**src/rtl/add_sub_bist_pkg.sv**
```systemverilog
// Shared types and constants for the add/sub BIST engine: state encoding,
// per-width LFSR tap masks and the counter width.
package add_sub_bist_pkg;

  typedef enum logic [1:0] {
    IDLE  = 2'd0,
    APPLY = 2'd1,
    CHECK = 2'd2,
    DONE  = 2'd3
  } bist_state_e;

  localparam int CNT_W = 16;

  // Fibonacci taps as bit masks (tap n -> bit n-1)
  localparam logic [8:0]  TAPS_W4  = 9'h110;
  localparam logic [16:0] TAPS_W8  = 17'h1_2000;
  localparam logic [32:0] TAPS_W16 = 33'h1_0008_0000;

  function automatic logic [32:0] tap_mask(input int width);
    case (width)
      8:       return {16'd0, TAPS_W8};
      16:      return TAPS_W16;
      default: return {24'd0, TAPS_W4};
    endcase
  endfunction

endpackage

```
**src/rtl/bist_lfsr.sv**
```systemverilog
// Shift-left Fibonacci LFSR; the feedback bit is the XOR of the masked taps.
module bist_lfsr #(
  parameter int          N    = 9,
  parameter logic [N-1:0] TAPS = 9'h110
) (
  input  logic         clk,
  input  logic         rst,
  input  logic         load,
  input  logic         advance,
  input  logic [N-1:0] seed,
  output logic [N-1:0] q_next
);

  logic [N-1:0] q;
  logic         fb;

  assign fb     = ^(q & TAPS);
  assign q_next = {q[N-2:0], fb};

  always_ff @(posedge clk) begin
    if (rst)          q <= seed;
    else if (load)    q <= seed;
    else if (advance) q <= q_next;
  end

endmodule

```
**src/rtl/add_sub_bist.sv**
```systemverilog
// Self-test engine for the CLA adder/subtractor: LFSR vectors out, golden compare in.
// Optional build macro BIST_STOP_ON_FAIL_EN ends the run on the first mismatch.
module add_sub_bist
  import add_sub_bist_pkg::*;
#(
  parameter int                 WIDTH       = 4,
  parameter int                 NUM_VECTORS = 1000,
  parameter logic [2*WIDTH:0]   SEED        = 9'h1A5
) (
  input  logic               clk,
  input  logic               rst,
  input  logic               start,
  output logic               busy,
  output logic               done,
  output logic               pass,
  output logic [CNT_W-1:0]   err_count,
  output logic [CNT_W-1:0]   vec_count,
  output logic [WIDTH-1:0]   dut_A,
  output logic [WIDTH-1:0]   dut_B,
  output logic               dut_sub,
  input  logic [WIDTH-1:0]   dut_Sum,
  input  logic               dut_pos_Ovfl,
  input  logic               dut_neg_Ovfl,
  output logic [2*WIDTH:0]   fail_vec
);

  localparam int              VW       = 2*WIDTH + 1;
  localparam logic [32:0]     TAP_FULL = tap_mask(WIDTH);
  localparam logic [VW-1:0]   TAPS     = TAP_FULL[VW-1:0];
  localparam logic [VW-1:0]   SEED_EFF = (SEED == '0) ? VW'(1) : SEED;
  localparam logic [CNT_W:0]  NV       = (CNT_W+1)'(NUM_VECTORS);
  localparam logic [CNT_W-1:0] CNT_MAX = '1;

  bist_state_e       state_q, state_d;
  logic [VW-1:0]     vec_q, lfsr_next, fail_vec_q;
  logic [CNT_W-1:0]  vec_count_q, err_count_q;
  logic              busy_q;
  logic              lfsr_load, lfsr_adv;

  logic [WIDTH-1:0]  vec_a, vec_b, bx, exp_sum;
  logic              vec_sub, exp_pos, exp_neg, mismatch, last_vec;

  assign vec_a   = vec_q[VW-1 -: WIDTH];
  assign vec_b   = vec_q[WIDTH:1];
  assign vec_sub = vec_q[0];

  bist_lfsr #(.N(VW), .TAPS(TAPS)) u_lfsr (
    .clk     (clk),
    .rst     (rst),
    .load    (lfsr_load),
    .advance (lfsr_adv),
    .seed    (SEED_EFF),
    .q_next  (lfsr_next)
  );

  always_comb begin
    state_d   = state_q;
    lfsr_load = 1'b0;
    lfsr_adv  = 1'b0;
    bx        = vec_sub ? ~vec_b : vec_b;
    exp_sum   = vec_a + bx + WIDTH'(vec_sub);
    exp_pos   = ~vec_a[WIDTH-1] & ~bx[WIDTH-1] &  exp_sum[WIDTH-1];
    exp_neg   =  vec_a[WIDTH-1] &  bx[WIDTH-1] & ~exp_sum[WIDTH-1];
    // Stays set unless every compare is a definite 1, so X/Z inputs count as failures
    mismatch  = 1'b1;
    if ((dut_Sum == exp_sum) && (dut_pos_Ovfl == exp_pos) && (dut_neg_Ovfl == exp_neg))
      mismatch = 1'b0;
    last_vec  = (({1'b0, vec_count_q}) + (CNT_W+1)'(1)) == NV;

    case (state_q)
      IDLE, DONE: begin
        if (start) begin
          state_d   = APPLY;
          lfsr_load = 1'b1;
        end
      end
      APPLY: state_d = CHECK;
      CHECK: begin
        if (last_vec) state_d = DONE;
`ifdef BIST_STOP_ON_FAIL_EN
        else if (mismatch) state_d = DONE;
`endif
        else begin
          state_d  = APPLY;
          lfsr_adv = 1'b1;
        end
      end
      default: state_d = IDLE;
    endcase
  end

  always_ff @(posedge clk) begin
    if (rst) begin
      state_q     <= IDLE;
      vec_q       <= '0;
      vec_count_q <= '0;
      err_count_q <= '0;
      fail_vec_q  <= '0;
      busy_q      <= 1'b0;
    end else begin
      state_q <= state_d;
      if (lfsr_load) begin
        vec_q       <= SEED_EFF;
        vec_count_q <= '0;
        err_count_q <= '0;
        fail_vec_q  <= '0;
        busy_q      <= 1'b0;
      end
      if (lfsr_adv) vec_q <= lfsr_next;
      // busy rises one edge after the start edge and falls on the finishing edge
      if (state_q == APPLY) busy_q <= 1'b1;
      if (state_q == CHECK) begin
        if (vec_count_q != CNT_MAX) vec_count_q <= vec_count_q + CNT_W'(1);
        if (mismatch) begin
          if (err_count_q == '0)     fail_vec_q  <= vec_q;
          if (err_count_q != CNT_MAX) err_count_q <= err_count_q + CNT_W'(1);
        end
        if (state_d == DONE) busy_q <= 1'b0;
      end
    end
  end

  assign busy      = busy_q;
  assign done      = (state_q == DONE);
  assign pass      = done & (err_count_q == '0);
  assign err_count = err_count_q;
  assign vec_count = vec_count_q;
  assign dut_A     = vec_a;
  assign dut_B     = vec_b;
  assign dut_sub   = vec_sub;
  assign fail_vec  = fail_vec_q;

endmodule

```
**config.mk**
```make
export PLATFORM = sky130hd
export DESIGN_NAME = add_sub_bist
export DESIGN_NICKNAME = d
export VERILOG_FILES = /design/src/rtl/add_sub_bist_pkg.sv /design/src/rtl/bist_lfsr.sv /design/src/rtl/add_sub_bist.sv
export SDC_FILE = /design/constraint.sdc
export NUM_CORES = 1
export LEC_CHECK = 0
export BUFFER_PORTS_ARGS = -buffer_cell sky130_fd_sc_hd__buf_4
export CAP_MARGIN = 5
export CORE_ASPECT_RATIO = 2
export CORE_MARGIN = 2
export CORE_UTILIZATION = 45
export DETAILED_ROUTE_END_ITERATION = 7
export PLACE_DENSITY = 0.66
export SLEW_MARGIN = 20
export SYNTH_ARGS = -nofsm -noshare
export SYNTH_HDL_FRONTEND = slang
export SYNTH_HIERARCHICAL = 1
export SYNTH_SLANG_ARGS = --single-unit
export TNS_END_PERCENT = 100
```
**constraint.sdc**
```tcl
create_clock -name clk -period 3.8 [get_ports clk]
set_clock_uncertainty 0.2 [all_clocks]
set_input_delay 0 -clock clk [delete_from_list [all_inputs] [get_ports clk]]
set_output_delay 0 -clock clk [all_outputs]
set_load 0.01 [all_outputs]
```
# After elaboration in Yosys (flattened, before gate mapping)
# Index checks and enable logic that the tools add are counted.
# totals
regBits	62
in_bits	9
wordCells	64
# classes
addsub	5
eq_ne	10
n_mux	25
n_bitwise	9
reduce_logical	8
# ops
operator	n
two-way mux 16 bit	7
two-way mux 9 bit	6
adder 16 x 1 -> 16 bit, second input constant	2
!= test 16 bit, second input constant	2
adder 16 x 1 -> 17 bit, second input constant	1
== test 17 x 10 -> 1 bit, second input constant	1
zero test 16 bit	1
XOR reduction 9 bit	1
two-way mux 1 bit	8
== test 2 bit, second input constant	3
one-hot mux 2 bit (3 select lines)	1
bitwise AND 1 bit	5
adder 4 x 1 -> 4 bit	1
adder 4 bit	1
== test 4 bit	1
two-way mux 2 bit	2
two-way mux 4 bit	1
inverter 4 bit	1
OR reduction 2 bit	2
inverter 1 bit	3
== test 1 bit	2
== test 2 x 1 -> 1 bit, second input constant	1
logical AND 1 bit	2
zero test 2 bit	1
nonzero test 2 bit	1

# Longest topological paths before layout
# Gate-level depths: netlist of the first run.
# logic_depth
ltp_word	10
depth_mapped	12

# By module
# The synthesis of the first run kept the hierarchy.
# modules_own_cells
mod	n_inst	cells_per_inst	area_per_inst_um2	seq_area_each_um2
add_sub_bist	1	418	3323.2	1061.0
bist_lfsr	1	30	466.7	270.3

# Least setup slack after synthesis of the first run
# No wires, ideal clock.
# synth_timing
kind	flip-flop to flip-flop
start	register vec_count_q[0], in the netlist vec_count[0]
end	register u_lfsr.q[0] (enable)
t_arrival_ns	2.439
required_time_ns	3.314
path_slack_ns	0.874
path_stages_with_launch	10
n_path_buf	1
cell_sequence	dfxtp_1 > ha_1 > nand2_1 > or3_1 > a211oi_1 > o2111a_2 > a21o_1 > buf_2 > inv_1 > or3_2
# synth_between
elab_chain_len	4
# synth_lines
element	line_no	source
from (decl)	add_sub_bist.sv:36	logic [CNT_W-1:0] vec_count_q, err_count_q;
from (signal assigned)	add_sub_bist.sv:113	if (vec_count_q != CNT_MAX) vec_count_q <= vec_count_q + CNT_W'(1);
adder 16 x 1 -> 17 bit	add_sub_bist.sv:68	last_vec = (({1'b0, vec_count_q}) + (CNT_W+1)'(1)) == NV;
== test 17 x 10 -> 1 bit	add_sub_bist.sv:68	
two-way mux 1 bit	add_sub_bist.sv:79	if (last_vec) state_d = DONE;
two-way mux 1 bit	add_sub_bist.sv:70	case (state_q)
named net lfsr_adv	add_sub_bist.sv:38	logic lfsr_load, lfsr_adv;
to (signal assigned)	bist_lfsr.sv:23	else if (advance) q <= q_next;
to (decl)	bist_lfsr.sv:14	logic [N-1:0] q;
# The timed path passes the listed nets, and every way through them passes these cells.
# A chain may end at the register's enable or synchronous reset.

# Final worst setup path of the first run
# layout_timing
start	register vec_q[0]
end	register err_count_q[12], in the netlist err_count[12]
# layout_between
elab_chain_len	9
word_cells_on_any_way	16
classes_between	add/sub (2); eq/ne (3); mux (3); bitwise (6); reduce/logical (2)
# layout_lines
element	line_no	source
from (decl)	add_sub_bist.sv:35	logic [VW-1:0] vec_q, lfsr_next, fail_vec_q;
from (signal assigned)	add_sub_bist.sv:109	if (lfsr_adv) vec_q <= lfsr_next;
two-way mux 4 bit	add_sub_bist.sv:60	bx = vec_sub ? ~vec_b : vec_b;
adder 4 bit or inverter 1 bit (tied branches)	add_sub_bist.sv:61, add_sub_bist.sv:62	
adder 4 x 1 -> 4 bit or bitwise AND 1 bit (tied branches)	add_sub_bist.sv:61, add_sub_bist.sv:62	
bitwise AND 1 bit or inverter 1 bit (tied branches)	add_sub_bist.sv:62, add_sub_bist.sv:63	
== test 1 bit or bitwise AND 1 bit (tied branches)	add_sub_bist.sv:66, add_sub_bist.sv:63	
logical AND 1 bit or == test 1 bit (tied branches)	add_sub_bist.sv:66	if ((dut_Sum == exp_sum) && (dut_pos_Ovfl == exp_pos) && (dut_neg_Ovfl == exp_neg))
logical AND 1 bit (*)	add_sub_bist.sv:66	
two-way mux 16 bit (*)	add_sub_bist.sv:114	if (mismatch) begin
two-way mux 16 bit (*)	add_sub_bist.sv:112	if (state_q == CHECK) begin
to (signal assigned)	add_sub_bist.sv:116	if (err_count_q != CNT_MAX) err_count_q <= err_count_q + CNT_W'(1);
to (decl)	add_sub_bist.sv:36	
# Mark *: on every way between the ends. The rest lies on a longest branch, timed or not.

==> flow_summary.yaml, run 1 <==
final_layout:
  n_antenna_cell: 0
  area_growth_pct: 21.1
  nNetsFinal: 520
  layout-drive-gt1-share_pct: 20.4
outcome:
  status: "complete, no violations"
placement:
  hpwl_mm: 7.49
  io_buffers: 61
  routabilityCongestion: 0.831
  place_ws_ns: 0.406
yosys:
  syn_inst: 448
  synth_cell_types: 68
  yosysWarningCount: 6
  ys_ff_latch: 62
  synthFlopType: "dfxtp_1"
  ys_seq_area_share_pct: 35.1
  async_reset_ff_share_pct: 0
  synth_edf_count: 9
  syn-mean-instance-area_sq_um: 8.46
  syn_area_sq_um: 3790
timing:
  tightest_slew_ns: 1.08
  fmax_ghz: 0.289
  fin_setup_tns_ns: 0
  setup_viol: 0
  rsz0062_at_grt: "false"
  fin_ws_ns: 0.337
  period_needed_ns: 3.46
  slew_headroom_pct: 28.2
  fin_crit_sh_pct: 91.1
  hold_violations: 0
  hold_slack_ns: 0.301
  slew_violations: 0
route:
  initialDrtViolationCount: 302
  ant_nets: 0
  routed_wl_mm: 10.6
  vias: 3713
  vias_per_cell: 6.17
  drc: 0
  dr.pass1.iters: 6
  wl_per_cell_um: 17.6
power_and_ir_drop:
  p_seq_share_pct: 31.3
  leakagePower_uw: 0.00184
  power.density_nw_per_um2: 626
  p_int_uw: 1790
  comb_power_share_pct: 39.1
  power.total_uw: 2870
  p_sw_share_pct: 37.8
  switchingPower_uw: 1090
  peakVddDrop_mv: 0.272
  pwr-share-clk_pct: 29.7
critical_path:
  endpoint_kind: "flip-flop"
  arrival_ns: 3.51
  worst-setup-path-type: "reg2reg"
  cp.required_ns: 3.85
  startpoint_type: "flip-flop"
  critPathMaxFanout: 23
global_route:
  grt_max_degree: 47
  use_met3_pct: 4.03
  grt_pass1_wl_mm: 17.1
  top_usage_layer: "met2"
  grtUsageMet2_pct: 42.0
  grt_antenna_before_repair: 0
  grtUsageMet1_pct: 27.4
  grt_pass1_vias: 3549
  track_usage_pct: 24.2
  grt_overflow_total: 0
floorplanning:
  core.rowCount: 47
  die_w_um: 68.9
  initial_utilization_pct: 46.0
  die_h_um: 134
  io_pins: 62
  die_area_sq_um: 9220
  core_area_sq_um: 8230
clocking:
  htreeDepth: 3
  cts_buffers: 9
  postCtsSetupBuffers: 0
  cts_root_buf: "clkbuf_16"
  cts_resized: 0
  cts_sinks: 62
  clkLatencyLatePin_ns: 0.32
  clockBufferDepth: 2
  clk_pin_slew_ns: 0.05
  cts_tree: "yes"
worst_hold_path:
  hold_class: "reg2reg"
flow_run:
  drv_cap: 0
==> cells in the mapped netlist, types with 2 or more instances <==
cell type | n | area [sq um]
o21ai_1 | 2 | 10.0
buf_4 | 13 | 97.6
nor4_1 | 6 | 37.5
dfxtp_1 | 53 | 1060
a211oi_1 | 18 | 135
nor4b_1 | 3 | 26.3
and2_1 | 3 | 18.8
nor2_4 | 2 | 22.5
o2111a_1 | 2 | 22.5
nand3b_1 | 3 | 22.5
buf_2 | 10 | 50.1
and3_1 | 7 | 43.8
a41o_1 | 9 | 90.1
or4_1 | 3 | 22.5
ha_1 | 11 | 138
inv_1 | 14 | 52.6
o21a_1 | 2 | 15.0
nand4b_1 | 2 | 17.5
nor3b_1 | 3 | 22.5
a21oi_1 | 21 | 105
xor2_1 | 10 | 87.6
edfxtp_1 | 9 | 270
or3_1 | 6 | 37.5
clkbuf_1 | 14 | 52.6
nor2b_1 | 2 | 12.5
and4_1 | 3 | 26.3
nand2_1 | 34 | 128
buf_1 | 2 | 7.51
a31oi_1 | 13 | 81.3
a311oi_1 | 2 | 17.5
o311ai_1 | 3 | 26.3
a32o_1 | 4 | 40.0
o21ai_0 | 15 | 75.1
nand4_1 | 9 | 56.3
o211ai_1 | 8 | 60.1
mux2_2 | 9 | 101
xnor2_1 | 8 | 70.1
nor2_1 | 42 | 158
o311ai_0 | 2 | 17.5
nand3_1 | 25 | 125
conb_1 | 2 | 7.51
o31ai_1 | 4 | 30.0
nor3_1 | 9 | 45.0
mux2i_1 | 2 | 20.0
==> layer usage <==
metal	part of all wire, %	wire length, um	vias up
met4	3.5	376	0
met5	0	0	-
met2	53	5600	135
li1	-	-	1773
met1	39	4160	1769
met3	4.5	477	36
==> worst max-delay path, cell delays in order (launching register included) <==
cell and delay, ns:
dfxtp_1 0.49, xor2_1 0.22, inv_1 0.07, ha_1 0.32, or3b_1 0.36, mux2i_1 0.18, nor3_1 0.11, o2111ai_2 0.87
buf_4 0.30, nand4_1 0.10, a31oi_1 0.18
==> cell usage in the layout, fill, tap and decap left out, types with 4 or more instances in the layout <==
cell	count
nand3_1	25
buf_4	70
a31oi_1	13
dfxtp_1	53
or3_1	6
a21oi_1	21
o31ai_1	4
nor4_1	6
nor2_1	42
inv_1	14
a211oi_1	18
mux2_2	9
edfxtp_1	9
ha_1	11
o211ai_1	8
a32o_1	4
xnor2_1	8
nor3_1	9
nand4_1	9
and3_1	7
clkbuf_16	9
conb_1	9
a41o_1	9
o21ai_0	15
nand2_1	34
xor2_1	10
==> power groups by stage <==
stage | clock, uW | combinational [uW] | sequential, uW
floorplan | 0 | 815 | 883
global placement | 0 | 1080 | 906
detailed placement | 0 | 1110 | 911
CTS | 862 | 1120 | 898
global route | 886 | 1230 | 914
finish | 852 | 1120 | 898
==> worst paths after layout <==
| path | from | to | slack, ns | depth (start not counted) |
|---|---|---|---|---|
| worst max-delay path | vec_q[0]$_SDFFE_PP0P_ | err_count[12]$_SDFF_PP0_ | 0.34 | 10 |
| worst max register to register | vec_q[0]$_SDFFE_PP0P_ | err_count[12]$_SDFF_PP0_ | 0.34 | 10 |
| worst min-delay path | u_lfsr/q[2]$_DFFE_PP_ | vec_q[3]$_SDFFE_PP0P_ | 0.30 | 1 |
| worst min register to register | u_lfsr/q[2]$_DFFE_PP_ | vec_q[3]$_SDFFE_PP0P_ | 0.30 | 1 |
==> sequential cells by signal, indices dropped and copies added (netlist names) <==
register,flops
err_count,16
vec_count,16
u_lfsr/q,9
busy,1
fail_vec,9
state_q,2
vec_q,9
==> kinds of logic after synthesis <==
logic type / count (synthesis) / share of synthesized area, %
AOI/OAI and AO/OA: 120 / 22.8
xor gates and xnor gates: 18 / 4.16
adders and majority gates: 12 / 4.16
buffers and inverters: 54 / 6.97
DFF: 62 / 35.1
muxes: 12 / 3.60
other: 2 / 0.198
and+or+nand+nor: 168 / 23.0
==> stage by stage <==
stage | utilization, % | cell area (sq um) | cells
3_5_place_dp | 51.8 | 4260 | 584
6_report | 55.7 | 4590 | 602
3_3_place_gp | 51.8 | 4260 | 584
2_1_floorplan | - | 3820 | 455
5_1_grt | 55.7 | 4590 | 602
4_1_cts | 55.7 | 4590 | 602
==> what timing repair did <==
| action | 4_1_cts | 5_1_grt |
|---|---|---|
| hold endpoints to repair | 17 | 0 |
| setup endpoints to repair | 0 | 0 |
| hold buffers | 2 | 0 |
==> layout make-up <==
cell class / instances / area (sq um)
inverter: 15 / 56.3
sequential: 62 / 1330
clock buffer: 11 / 233
multi-input combinational: 339 / 2230
fill: 782 / 3640
clock inverter: 5 / 73.8
tap: 98 / 123
timing repair buffer: 72 / 546
Power figures use the tool's default switching activity.
==> run 2, diff against run 1 <==
--- a/config.mk
+++ b/config.mk
@@ -9,9 +9,9 @@
 export CAP_MARGIN = 5
 export CORE_ASPECT_RATIO = 2
 export CORE_MARGIN = 2
-export CORE_UTILIZATION = 45
+export CORE_UTILIZATION = 50
 export DETAILED_ROUTE_END_ITERATION = 7
-export PLACE_DENSITY = 0.66
+export PLACE_DENSITY = 0.72
 export SLEW_MARGIN = 20
 export SYNTH_ARGS = -nofsm -noshare
 export SYNTH_HDL_FRONTEND = slang
==> flow_summary.yaml, run 2 (synthesis results as in run 1) <==
placement:
  routabilityCongestion: 0.850
  hpwl_mm: 6.55
  placed_cells: 578
  io_buffers: 61
power_and_ir_drop:
  peakVddDrop_mv: 0.467
  power.density_nw_per_um2: 620
  leakagePower_uw: 0.00182
route:
  ant_nets: 0
  drc: 0
  initialDrtViolationCount: 302
  routed_wl_mm: 9.78
  dr.pass1.iters: 5
  wl_per_cell_um: 16.4
  vias: 3622
  vias_per_cell: 6.08
clocking:
  postCtsSetupBuffers: 0
  htreeDepth: 3
  clockBufferDepth: 2
  clk_pin_slew_ns: 0.06
  cts_buffers: 9
  cts_tree: "yes"
  clkLatencyLatePin_ns: 0.34
  cts_sinks: 62
  cts_resized: 0
  cts_root_buf: "clkbuf_16"
timing:
  fin_setup_tns_ns: 0
  hold_violations: 0
  tightest_slew_ns: 0.873
  period_needed_ns: 3.32
  slew_headroom_pct: 41.8
  fin_crit_sh_pct: 87.3
  slew_violations: 0
  fmax_ghz: 0.301
  rsz0062_at_grt: "false"
  setup_viol: 0
floorplanning:
  io_pins: 62
  core.rowCount: 45
  initial_utilization_pct: 50.6
  die_area_sq_um: 8330
  die_h_um: 127
  core_area_sq_um: 7490
  die_w_um: 65.6
flow_run:
  drv_cap: 0
global_route:
  grt_overflow_total: 0
  grt_antenna_before_repair: 0
  grt_pass1_vias: 3270
  grt_max_degree: 47
  track_usage_pct: 24.4
  grt_pass1_wl_mm: 15.9
final_layout:
  mostFrequentLayoutCells: "buf_4 (68), dfxtp_1 (53), nor2_1 (42), nand2_1 (34), nand3_1 (25)"
  nNetsFinal: 518
  final_common_cell: "buf_4"
  fillers: 688
  area_growth_pct: 21.0
  n_antenna_cell: 0
  stdcell_count: 596
  layout-drive-gt1-share_pct: 20.7
critical_path:
  arrival_ns: 3.36
  startpoint_type: "flip-flop"
  path_cells: "xor2_1 -> inv_1 -> ha_1 -> or3b_1 -> mux2i_1 -> nor3_1 -> o2111ai_2 -> buf_4 -> o211ai_1 -> o31ai_1"
  endpoint_kind: "flip-flop"
  critPathMaxFanout: 19
  slowest_delay_ns: 0.73
  cp.required_ns: 3.84
  worst-setup-path-type: "reg2reg"
  crit_path_top_delay_cell: "o2111ai_2"
worst_hold_path:
  hold_class: "in2reg"
outcome:
  status: "complete, no violations"
[run 2: cell types whose count changed in the layout (fill, tap and decap cells not counted), sizes merged]
cell      before  now
clkbuf        11    9
clkinvlp       0    4
buf           70   68
clkinv         4    2
[run 2: path summary, 6_finish.rpt]
path                               from                  endpoint  slack (ns)  cells past startpoint
hold reg to reg   u_lfsr/q[2]$_DFFE_PP_     vec_q[3]$_SDFFE_PP0P_        0.30                      1
hold / removal               dut_Sum[1]  err_count[10]$_SDFF_PP0_        0.22                      5
setup / recovery  vec_q[0]$_SDFFE_PP0P_   err_count[7]$_SDFF_PP0_        0.48                     10
setup reg to reg  vec_q[0]$_SDFFE_PP0P_   err_count[7]$_SDFF_PP0_        0.48                     10
[run 2: cell type report]
class,instances,area [sq um],share of cell area (%)
Clock buffer,9,225,4.91
Clock inverter,7,98.8,2.15
Inverter,15,56.3,1.23
Multi-Input combinational cell,339,2230,48.6
Sequential cell,62,1330,29.0
Tap cell,94,118,2.56
Timing Repair Buffer,70,531,11.6
[run 2: layer usage]
layer  global-route usage (%)  wire length (um)
met5                        0                 0
met2                     38.1              4740
met3                     5.02               559
met4                     10.9               193
met1                     32.0              4280
[run 2: worst max-delay path, delay by kind of cell (launching register included)]
kind,cells,cell delay [ns]
and+or+nand+nor,2,0.45
AOI/OAI and AO/OA,3,0.99
muxes,1,0.19
xor gates and xnor gates,1,0.22
DFF,1,0.50
buffers and inverters,2,0.35
adders and majority gates,1,0.31
[run 2: report_power, final]
| group | internal (uW) | total [uW] | switching, uW |
|---|---|---|---|
| combinational | 409 | 1070 | 657 |
| sequential | 783 | 895 | 111 |
| clock | 574 | 881 | 307 |
| total | 1770 | 2840 | 1080 |
[run 2: what timing repair did]
item	in CTS	in global routing
endpoints found under the hold margin	21	0
setup endpoints to repair	0	0
hold buffers	2	0
[run 2: per-stage QoR]
stage	hold WS, ns	total power [uW]	setup WS [ns]	utilization (%)	cell area (sq um)
after floorplan	-0.0124	1700	0.874	-	3820
after global placement	0.134	1950	0.630	56.7	4240
after detailed placement	0.140	1970	0.572	56.7	4240
after CTS	0.179	2850	0.524	61.3	4590
after global routing	0.272	3000	0.279	61.3	4590
final	0.217	2840	0.482	61.3	4590
